**config.mk**
```make
export PLATFORM = sky130hd
export DESIGN_NAME = seq_detector_param
export DESIGN_NICKNAME = d
export VERILOG_FILES = /design/src/rtl/seq_det_pkg.sv /design/src/rtl/sat_counter.sv /design/src/rtl/seq_detector_param.sv
export SDC_FILE = /design/constraint.sdc
export NUM_CORES = 1
export LEC_CHECK = 0
export ABC_AREA = 0
export CAP_MARGIN = 10
export CORE_MARGIN = 2
export CORE_UTILIZATION = 50
export CTS_CLUSTER_SIZE = 40
export DETAILED_ROUTE_END_ITERATION = 10
export PLACE_DENSITY = 0.8
export SLEW_MARGIN = 20
export SYNTH_ARGS = -nofsm -noshare
export SYNTH_HDL_FRONTEND = slang
export SYNTH_SLANG_ARGS = --single-unit
```
**constraint.sdc**
```tcl
create_clock -name clk -period 3.5 [get_ports clk]
set_input_delay 0.875 -clock clk [delete_from_list [all_inputs] [get_ports clk]]
set_output_delay 0.875 -clock clk [all_outputs]
set_load 0.01 [all_outputs]
```
**src/rtl/seq_det_pkg.sv**
```systemverilog
// Shared types and default sizes for the serial pattern detector.
package seq_det_pkg;

    typedef enum logic {
        MODE_NONOVL = 1'b0,
        MODE_OVL    = 1'b1
    } mode_e;

    localparam int PAT_W_DEF = 4;
    localparam int CNT_W_DEF = 8;

endpackage

```
**src/rtl/sat_counter.sv**
```systemverilog
// Saturating up-counter with synchronous clear; clear beats increment.
// Latency: cnt/sat reflect an inc/clr one clock after it is sampled.
// Backpressure: none; inc is ignored once the counter is at all-ones.
module sat_counter #(
    parameter int W = 8
) (
    input  logic         clk,
    input  logic         rst,
    input  logic         inc,
    input  logic         clr,
    output logic [W-1:0] cnt,
    output logic         sat
);

    assign sat = &cnt;

    always_ff @(posedge clk) begin
        if (rst || clr) begin
            cnt <= '0;
        end else if (inc && !sat) begin
            cnt <= cnt + W'(1);
        end
    end

endmodule

```
**src/rtl/seq_detector_param.sv**
```systemverilog
// Moore detector for a programmable PAT_W-bit serial pattern with a saturating match count.
// Latency: z and match_cnt update on the edge that samples the completing bit.
// Backpressure: en gates sampling; with en low the history, fill and z all hold.
module seq_detector_param
    import seq_det_pkg::*;
#(
    parameter int               PAT_W   = PAT_W_DEF,
    parameter int               CNT_W   = CNT_W_DEF,
    parameter logic [PAT_W-1:0] PAT_RST = PAT_W'(4'b1001)
) (
    input  logic             clk,
    input  logic             rst,
    input  logic             en,
    input  logic             w,
    input  logic             load,
    input  logic [PAT_W-1:0] pat_in,
    input  logic             overlap,
    input  logic             clr_cnt,
    output logic             z,
    output logic [CNT_W-1:0] match_cnt,
    output logic             cnt_sat
);

    localparam int                FILL_W    = $clog2(PAT_W + 1);
    localparam logic [FILL_W-1:0] FILL_FULL = FILL_W'(PAT_W);

    logic [PAT_W-1:0]  pat_reg;
    logic [PAT_W-1:0]  hist;
    logic [FILL_W-1:0] fill;

    logic [PAT_W-1:0]  hist_nxt;
    logic [FILL_W-1:0] fill_inc;
    logic              hit;
    mode_e             mode;

    assign mode     = mode_e'(overlap);
    assign hist_nxt = {hist[PAT_W-2:0], w};
    assign fill_inc = (fill == FILL_FULL) ? FILL_FULL : fill + FILL_W'(1);
    // A hit needs a full window of accepted bits, so stale zeros in hist never match.
    assign hit      = en && !load && (fill_inc == FILL_FULL) && (hist_nxt == pat_reg);

    always_ff @(posedge clk) begin
        if (rst) begin
            pat_reg <= PAT_RST;
            hist    <= '0;
            fill    <= '0;
            z       <= 1'b0;
        end else if (load) begin
            pat_reg <= pat_in;
            hist    <= '0;
            fill    <= '0;
            z       <= 1'b0;
        end else if (en) begin
            hist <= hist_nxt;
            z    <= hit;
            // Non-overlapping mode restarts the window so matched bits are not reused.
            fill <= (hit && mode == MODE_NONOVL) ? '0 : fill_inc;
        end
    end

    sat_counter #(
        .W(CNT_W)
    ) u_match_cnt (
        .clk(clk),
        .rst(rst),
        .inc(hit),
        .clr(clr_cnt),
        .cnt(match_cnt),
        .sat(cnt_sat)
    );

endmodule
```
== Word level (Yosys, flattened, before mapping) ==
Index checks and enable logic that the tools add are counted.
Cells by class
  $add $sub $neg: 2
  eq/ne operators: 3
  muxes and demuxes: 2
  bitwise gates (word level): 1
  reduce and logical (&&, ||, !) cells: 10
Operators with widths (count)
  8-bit by 1-bit adder with 8-bit output, second input constant: 1
  8-bit AND reduction: 1
  3-bit equality test, second input constant: 2
  3-bit two-way mux: 2
  1-bit logical AND: 5
  4-bit equality test: 1
  3-bit by 1-bit adder with 3-bit output, second input constant: 1
  1-bit logical NOT: 2
  2-bit OR reduction: 1
  1-bit logical OR: 1
  1-bit NOT: 1
Storage, ports and cells
  register bits: 19
  input bits: 11
  output and inout port bits: 10
  word-level logic and storage cells: 23

== Longest topological paths before layout ==
Gate-level depths: netlist (run 1).
  depth in word-level cells: 7
  depth in mapped cells: 8
  gate-level depth less buffers: 7

== Modules after synthesis ==
A second synthesis (run 1) with hierarchy kept.
Second synthesis, totals
  cells, all modules: 104
  area, all modules: 980.9 um2
Modules (own cells, without submodules)
  seq_detector_param: times used 1, cells an instance 55, area each 555.5 um2, seq. area each 220.2 um2
  sat_counter: times used 1, cells an instance 49, area each 425.4 um2, seq. area each 160.2 um2

== Worst setup path before layout (run 1) ==
OpenSTA, ideal clock, no wires.
  path kind: input-to-reg
  from: in load
  to: reg u_match_cnt.cnt[3]
  setup time: 70 ps
  arrival time: 1955 ps
  required time: 3430 ps
  setup slack: 1475 ps
  stages on the path: 5
  buffers on the path: 1
  path through: buf_2 -> nor3b_2 -> nand3_2 -> or4_1 -> a21oi_1
Between the ends
  longest elaborated chain between the ends: 5
RTL lines
  start, declared: line seq_detector_param.sv:15  | input logic load,
  1-bit logical NOT: line seq_detector_param.sv:40  | assign hit = en && !load && (fill_inc == FILL_FULL) && (hist_nxt == pat_reg);
  1-bit logical AND (3 in a row): line seq_detector_param.sv:40
  1-bit logical AND: line sat_counter.sv:20  | end else if (inc && !sat) begin
  end signal, assigned: line sat_counter.sv:21  | cnt <= cnt + W'(1);
  end, declared: line sat_counter.sv:11  | output logic [W-1:0] cnt,
Every way passes these cells.
A chain may end at the register's enable or synchronous reset.

== Worst setup path in the final report (run 1) ==
  from: reg u_match_cnt.cnt[0]
  to: out cnt_sat
Between the ends
  longest elaborated chain between the ends: 1
RTL lines
  8-bit AND reduction: line sat_counter.sv:15  | assign sat = &cnt;
  end, declared: line seq_detector_param.sv:21  | output logic cnt_sat
Every way passes these cells.

==> run metrics, run 1 <==
RSZ-0062 raised after global routing=false; Final Hold Violating Endpoints=0; Distinct cells, synth=31; cts bufs inserted=3; final global-route overflow total=0; Die Area=2300 um^2; Final Total Pwr=367 uW; CP required=2620 ps; post-CTS setup buffers=0; status=complete, no violations; fmax=343 MHz; CTS tree=done; Max Slew Vio Count=0; largest net degree at the start of global routing=18; final worst setup slack=586 ps; DR DRC count=0; initial antenna violation count=0; Max transition margin=75.3%; Die Wd=47.9 um; Vias/cell=5.33; Initial Util=54.7%; WL final=1.73 mm; FILL cells=154; Skew-Pair Late Insertion Delay=290 ps; Hold Path Class=flop to flop; cell row count=15; synthesized area=965 um^2; first-pass GRT wire length=2.81 mm; Layout area overhead=23.3%; Setup crit start kind=flop; post-synthesis sequential area ratio=39.4%; most frequent cell after synthesis=dfxtp_1; post-synth top area share=39.4%; vias=794; Post-synth top cells=19 x dfxtp_1, 11 x a21oi_1, 8 x nand3_1, 6 x nor2_1; syn nets=120; setup TNS=0 ps; number of global-route vias before repair=684; drt pass-1 iters=4; I/O Buffers=20; final setup violation count=0; total track usage=17.2%; antenna violation net count after detailed routing=0; Tightest Pin Transition=370 ps; PwrDens=309 nW/um^2; share of synthesized registers carrying an async set or reset=0%; Critical Path AT=2040 ps; Max Buffers Root-to-Sink=2; Yosys reg bits=19; CTS clk-pin slew, worst paths=100 ps; die height=47.9 um; Crit. End Element=primary output; VDD IR max=0.315 mV; clk_skew=3.42 ps; Ant. Diodes=0; Leak=0.441 nW; Ports=21; ys flop type=dfxtp_1; Nets=139; WL/cell=11.6 um; layout cell share with drive strength beyond 1=8.06%; critical path class=flop to primary output; post-DP HPWL=1.31 mm; Tcrit/Tclk final=83.3%; max reg flops=8; GP Congestion=0.812; maxcap violations=0; pre-CTS WS=618 ps; Mapped Cells=106; initial drt markers=14; leading area contributor after synthesis=dfxtp_1; Reg2Reg Setup Slack=1280 ps; Mean Syn Cell Area=9.10 um^2; Final min period=2910 ps; number of flops mapped to enable cells by yosys=0; clk sinks=19; H-tree Lvls=1; top cells by area, synth=dfxtp_1 39%, a21oi_1 5.7%, mux2i_1 5.2%; yosys warns=0; CTS Hold Bufs=0; Clock Tree Root=clkbuf_4; Resized cells post-CTS=0; CP max FO=12; Core ar.=1760 um^2
cell type report:
cell class / instances / area, um^2 / share of cell area [%]
Multi-Input combinational cell: 77 / 537 / 45.1
Sequential cell: 19 / 380 / 32.0
Timing Repair Buffer: 20 / 200 / 16.8
Tap cell: 25 / 31.3 / 2.63
Clock buffer: 4 / 26.3 / 2.21
Inverter: 4 / 15.0 / 1.26
critical path, cell delays in order, from the launching register on:
cell	delay (ps)
dfxtp_1	410
ha_1	210
and3_1	160
nand3_1	100
inv_1	260
clkdlybuf4s50_1	600
cells in the final DEF, fill, tap and decap left out, drive strengths merged, types with 3 or more instances in the layout:
| cell type | Yosys | final |
|---|---|---|
| clkdlybuf4s50 | 0 | 20 |
| dfxtp | 19 | 19 |
| a21oi | 11 | 11 |
| nand3 | 9 | 9 |
| nor2 | 6 | 6 |
| mux2i | 5 | 5 |
| nand2b | 5 | 5 |
| inv | 4 | 4 |
| and3 | 4 | 4 |
| xor2 | 4 | 4 |
| or4 | 4 | 4 |
| o31ai | 4 | 4 |
| clkbuf | 2 | 4 |
| ha | 3 | 3 |
worst paths after layout:
check                            end  depth (start not counted)               start
setup / recovery             cnt_sat                          5  u_match_cnt.cnt[0]
hold / removal    u_match_cnt.cnt[6]                          2  u_match_cnt.cnt[6]
setup reg to reg  u_match_cnt.cnt[5]                          7             fill[0]
hold reg to reg   u_match_cnt.cnt[6]                          2  u_match_cnt.cnt[6]
power by group:
| part | internal [mW] | switching, mW | total (mW) |
|---|---|---|---|
| Sequential | 0.220 | 0.00304 | 0.223 |
| Clock | 0.0443 | 0.0645 | 0.109 |
| Combinational | 0.0204 | 0.0146 | 0.0350 |
| Total | 0.285 | 0.0821 | 0.367 |
layer usage:
metal	wire (um)	global-route usage, %	up-vias
met5	0	0	-
met4	25	6.49	0
met3	50	2.26	4
met2	813	27.7	15
met1	843	23.4	354
li1	-	-	421
logic make-up after synthesis:
family	share of synthesized area [%]
buffers and inverters	4.93
adder cells (fa/ha/maj)	3.89
multiplexers	6.36
flip-flops	39.4
AO/OA/AOI/OAI	16.1
XOR/XNOR	3.63
AND/OR/NAND/NOR	25.7
per-stage QoR:
| stage | util [%] | area, um^2 | hold WS (ps) | instances |
|---|---|---|---|---|
| after detailed placement | 66.0 | 1160 | 472 | 145 |
| after floorplan | - | 965 | 463 | 106 |
| after global routing | 67.4 | 1190 | 505 | 149 |
| after CTS | 67.4 | 1190 | 488 | 149 |
| after global placement | 66.0 | 1160 | 470 | 145 |
| final | 67.4 | 1190 | 485 | 149 |
No activity file was read; power rests on OpenSTA's default activity.
==> run 2: changes to the inputs <==
--- a/config.mk
+++ b/config.mk
@@ -8,10 +8,10 @@
 export ABC_AREA = 0
 export CAP_MARGIN = 10
 export CORE_MARGIN = 2
-export CORE_UTILIZATION = 50
+export CORE_UTILIZATION = 49
 export CTS_CLUSTER_SIZE = 40
 export DETAILED_ROUTE_END_ITERATION = 10
-export PLACE_DENSITY = 0.8
+export PLACE_DENSITY = 0.79
 export SLEW_MARGIN = 20
 export SYNTH_ARGS = -nofsm -noshare
 export SYNTH_HDL_FRONTEND = slang
==> constraint.sdc (replaced) <==
create_clock -name clk -period 2.7 [get_ports clk]
set_input_delay 0.675 -clock clk [delete_from_list [all_inputs] [get_ports clk]]
set_output_delay 0.675 -clock clk [all_outputs]
set_load 0.01 [all_outputs]
==> run metrics, run 2 (same netlist as run 1, synthesis figures left out) <==
cts bufs inserted=3 (unchanged); Max transition margin=78.0% (+2.7 points); CTS clk-pin slew, worst paths=120 ps (+20 ps); Reg2Reg Setup Slack=450 ps (-830 ps); Crit. End Element=primary output; cell row count=16 (+1); PwrDens=399 nW/um^2 (+29%); Vias/cell=5.53 (+3.8%); final setup violation count=0 (unchanged); Initial Util=50.7% (-4.0 points); largest net degree at the start of global routing=13 (-5); VDD IR max=0.274 mV (-13%); Tcrit/Tclk final=96.7%; Final min period=2610 ps; Layout area overhead=26.5%; CTS tree=done; die height=48.4 um (+0.93%); Clock Tree Root=clkbuf_4; antenna violation net count after detailed routing=0 (unchanged); critical path class=flop to primary output; H-tree Lvls=1 (unchanged); Ant. Diodes=0 (unchanged); vias=852 (+7.3%); commonest non-fill, non-tap cell in the layout=clkdlybuf4s50_1; most frequent cells in the layout=20 x clkdlybuf4s50_1, 18 x dfxtp_1, 11 x a21oi_1, 8 x nand3_1, 6 x nor2_1; RSZ-0062 raised after global routing=false; Final Hold Violating Endpoints=0 (unchanged); first-pass GRT wire length=3.53 mm (+26%); Critical Path AT=1930 ps (-110 ps); Die Wd=48.4 um (+0.93%); CP required=2030 ps (-590 ps); fmax=383 MHz; Hold Path Sink=z; Max Slew Vio Count=0 (unchanged); Max Buffers Root-to-Sink=2 (unchanged); post-DP HPWL=1.54 mm (+17%); Ports=21 (unchanged); initial antenna violation count=0 (unchanged); Skew-Pair Late Insertion Delay=300 ps (about the same); layout cell share with drive strength beyond 1=12.6% (+4.5 points); Reg2Reg Depth=8 (+1); WL/cell=12.9 um (+11%); Worst R2R End=u_match_cnt.cnt[2]; hold slack=492 ps (+6.91 ps); drt pass-1 iters=4 (unchanged); setup TNS=0 ps (unchanged); Nets=142 (+2.2%); final global-route overflow total=0 (unchanged); number of global-route vias before repair=836 (+22%); DR DRC count=0 (unchanged); Die Area=2340 um^2 (+1.9%); worst hold stages=2 (unchanged); worst r2r src=fill[0]; WL final=1.99 mm (+15%); CP max FO=12 (unchanged); Hold Path Class=flop to flop; status=complete, no violations; maxcap violations=0 (unchanged); clk_skew=5.00 ps (+1.58 ps); GP Congestion=0.802 (-1.3%); Tightest Pin Transition=326 ps (-43.8 ps); Leak=0.455 nW (+3.2%); Setup crit start kind=flop; total track usage=18.5% (+1.3 points); Core ar.=1900 um^2 (+7.8%); initial drt markers=18 (+4); clk sinks=19 (unchanged); I/O Buffers=20 (unchanged); HP Start=z; max reg flops=8 (unchanged)
==> run 2: final cells by class <==
cell class / instances / area (um^2)
fill: 173 / 682
multi-input combinational: 77 / 537
sequential: 19 / 382
timing repair buffer: 23 / 223
tap: 27 / 33.8
clock buffer: 3 / 22.5
inverter: 4 / 17.5
clock inverter: 1 / 5.00
==> run 2: power by group <==
group / total (mW) / internal [mW] / switching, mW
Clock: 0.149 / 0.0552 / 0.0934
Sequential: 0.290 / 0.286 / 0.00433
Combinational: 0.0481 / 0.0283 / 0.0197
==> run 2: per-stage QoR <==
| step | utilization (%) | instances | instance area (um^2) | total power [mW] | setup slack (ps) |
|---|---|---|---|---|---|
| 2_1_floorplan | - | 106 | 965 | 0.322 | 849 |
| 3_3_place_gp | 62.5 | 150 | 1190 | 0.343 | 273 |
| 3_5_place_dp | 62.5 | 150 | 1190 | 0.345 | 181 |
| 4_1_cts | 63.9 | 154 | 1220 | 0.489 | 72.5 |
| 5_1_grt | 64.1 | 154 | 1220 | 0.508 | 2.97 |
| 6_report | 64.1 | 154 | 1220 | 0.487 | 90.0 |
==> run 2: repair_timing <==
action,4_1_cts,5_1_grt
setup endpoints to repair,1,1
hold buffers,0,0
gates resized for setup,1,2
setup buffers,0,0
pin swaps,0,0
==> run 2: worst max-delay path, cell delays in order (launching register included) <==
cell	delay, ps
dfxtp_1	410
ha_1	210
and3_1	160
nand3_1	150
inv_4	160
clkdlybuf4s50_1	550
==> run 2: how the worst max path moves through the flow <==
stage	to	slack (ps)	start
2_1_floorplan	u_match_cnt.cnt[3]	850	fill[0]
3_3_place_gp	u_match_cnt.cnt[2]	270	w
3_5_place_dp	u_match_cnt.cnt[2]	180	w
4_1_cts	cnt_sat	70	u_match_cnt.cnt[0]
5_1_grt	cnt_sat	3	u_match_cnt.cnt[1]
6_report	cnt_sat	90	u_match_cnt.cnt[1]
==> run 2: metal layers <==
metal  track usage, %  wire, um  up-vias
li1                 -         -      426
met1             22.3       878      404
met2             34.7      1050       20
met3             2.78        56        2
met4             4.29        10        0
met5                0         0        -
==> run 3: changes to the inputs <==
--- a/config.mk
+++ b/config.mk
@@ -7,6 +7,7 @@
 export LEC_CHECK = 0
 export ABC_AREA = 0
 export CAP_MARGIN = 10
+export CORE_ASPECT_RATIO = 1.4
 export CORE_MARGIN = 2
 export CORE_UTILIZATION = 49
 export CTS_CLUSTER_SIZE = 40
==> run metrics, run 3 (same netlist as run 1, synthesis figures left out) <==
cell internal pwr=372 uW (+0.67%); Max stage delay on crit path=550 ps (about the same); first-pass GRT wire length=3.33 mm (-5.7%); Clock Tree Root=clkbuf_4; WL final=1.89 mm (-5.0%); worst r2r src=fill[0]; Buf/Inv on CP=2 (unchanged); die height=56.5 um (+17%); WL/cell=12.9 um (-0.50%); most frequent cells in the layout=20 x clkdlybuf4s50_1, 19 x dfxtp_1, 11 x a21oi_1, 8 x nand3_1, 6 x nor2_1; drt pass-1 iters=4 (unchanged); register area=380 um^2 (-0.33%); clk sinks=19 (unchanged); Leak=0.447 nW (-1.6%); initial antenna violation count=0 (unchanged); M2 GR Usage=33.0% (-1.7 points); max reg flops=8 (unchanged); commonest non-fill, non-tap cell in the layout=clkdlybuf4s50_1; M1 GR Usage=18.5% (-3.8 points); Ant. Diodes=0 (unchanged); Skew-Pair Late Insertion Delay=300 ps (about the same); critical path class=flop to primary output; status=complete, no violations; Ports=21 (unchanged); Clk pwr share=30.3% (-0.2 points); Hold Path Class=flop to flop; VDD IR max=0.344 mV (+25%); number of global-route vias before repair=848 (+1.4%); total track usage=18.0% (-0.59 points); Max Slew Vio Count=0 (unchanged); HP Start=z; Nets=141 (-0.70%); Sequential Power Share=59.8% (+0.2 points); met3 Resource Use GR=2.57% (-0.21 points); design area=1200 um^2 (-1.4%); Max Buffers Root-to-Sink=2 (unchanged); setup TNS=0 ps (unchanged); H-tree Lvls=1 (unchanged); GP Congestion=0.788 (-1.7%); CP required=2030 ps (about the same); PwrDens=403 nW/um^2 (+1.1%); CTS clk-pin slew, worst paths=100 ps (-20 ps); Psw=113 uW (-3.5%); Final min period=2600 ps (-7.47 ps); final global-route overflow total=0 (unchanged); Tcrit/Tclk final=96.4% (-0.28 points); clk_skew=0.882 ps (-4.12 ps); Die Wd=41.5 um (-14%); CTS tree=done; final setup violation count=0 (unchanged); Critical Path AT=1930 ps (about the same); Final Hold Violating Endpoints=0 (unchanged); grt peak-use layer=met2; sequence of cells on the critical path=ha_1 -> and3_1 -> nand3_1 -> inv_4 -> clkdlybuf4s50_1; antenna violation net count after detailed routing=0 (unchanged); maxcap violations=0 (unchanged); Tightest Pin Transition=282 ps (-43.5 ps); Die Area=2340 um^2 (+0.22%); Crit. End Element=primary output; Switching Share=23.4% (-0.77 points); DR DRC count=0 (unchanged); Multi-input gate area=537 um^2 (unchanged); Max transition margin=80.9% (+2.9 points); FILL cells=179 (+3.5%); post-DP HPWL=1.42 mm (-7.2%); Critical path origin=u_match_cnt.cnt[0]; Vias/cell=5.73 (+3.5%); largest net degree at the start of global routing=18 (+5); initial drt markers=12 (-6); CP max FO=12 (unchanged); layout cell share with drive strength beyond 1=10.3% (-2.3 points); DP Area=1170 um^2 (-1.3%); CTS Hold Bufs=0 (unchanged); vias=842 (-1.2%); crit path max-delay cell type=clkdlybuf4s50_1; fmax=384 MHz (+0.29%); Top delay family on crit path=buffers and inverters; Setup crit start kind=flop; Initial Util=50.7% (unchanged); Layout area overhead=24.6%; share of power burned in combinational logic=9.9% (about the same); cts bufs inserted=3 (unchanged); cell row count=19 (+3); Core ar.=1900 um^2 (unchanged); I/O Buffers=20 (unchanged)
## run 3: cell types whose count changed in the layout (fill, tap and decap cells not counted)
cell and change:
buf_4 -1, clkbuf_1 +1, clkinv_2 -1, dfxtp_1 +1, dfxtp_2 -1
## run 3: path summary, 6_finish.rpt
kind / endpoint / slack, ps / cells past startpoint
setup / recovery: cnt_sat / 100 / 5
hold / removal: z / 490 / 2
setup reg to reg: u_match_cnt.cnt[3] / 480 / 7
hold reg to reg: z / 490 / 2
## run 3: routing by layer
metal | share of wire (%) | vias to the layer above
met5 | 0 | -
met4 | 2.5 | 0
met3 | 3.8 | 5
met2 | 54 | 20
met1 | 39 | 385
li1 | - | 432
## run 3: area by class of cell
class,count,area share (%)
clock buffers,4,2.19
flip-flops and latches,19,31.6
repair buffers,22,17.9
well taps,21,2.19
multi-input cells,77,44.6
inverters,4,1.46
## run 3: through the flow
step / utilization (%) / total power [mW] / hold slack (ps) / worst slack (ps) / instances
after floorplan: - / 0.322 / 463 / 849 / 106
after global placement: 61.7 / 0.343 / 470 / 229 / 143
after detailed placement: 61.7 / 0.344 / 473 / 187 / 143
after CTS: 63.1 / 0.488 / 488 / 96.1 / 147
after global routing: 63.2 / 0.501 / 516 / -2.42 / 147
final: 63.2 / 0.485 / 486 / 97.5 / 147
## run 3: repair_timing
item	CTS	global route
setup endpoints to repair	1	1
setup buffers	0	0
gates resized for setup	1	1
## run 3: power groups by stage
stage,sequential [mW],combinational (mW),clock (mW)
after floorplan,0.295,0.0273,0
after global placement,0.296,0.0464,0
after detailed placement,0.297,0.0478,0
after CTS,0.290,0.0487,0.149
after global routing,0.291,0.0533,0.157
final,0.290,0.0481,0.147
## run 3: worst register-to-register path, stage by stage, from the launching register on
cell and delay [ps]:
dfxtp_1 410, inv_1 80, ha_1 340, nor3b_2 200, o22a_1 200, nand3_2 260
or4_1 540, a21oi_1 140
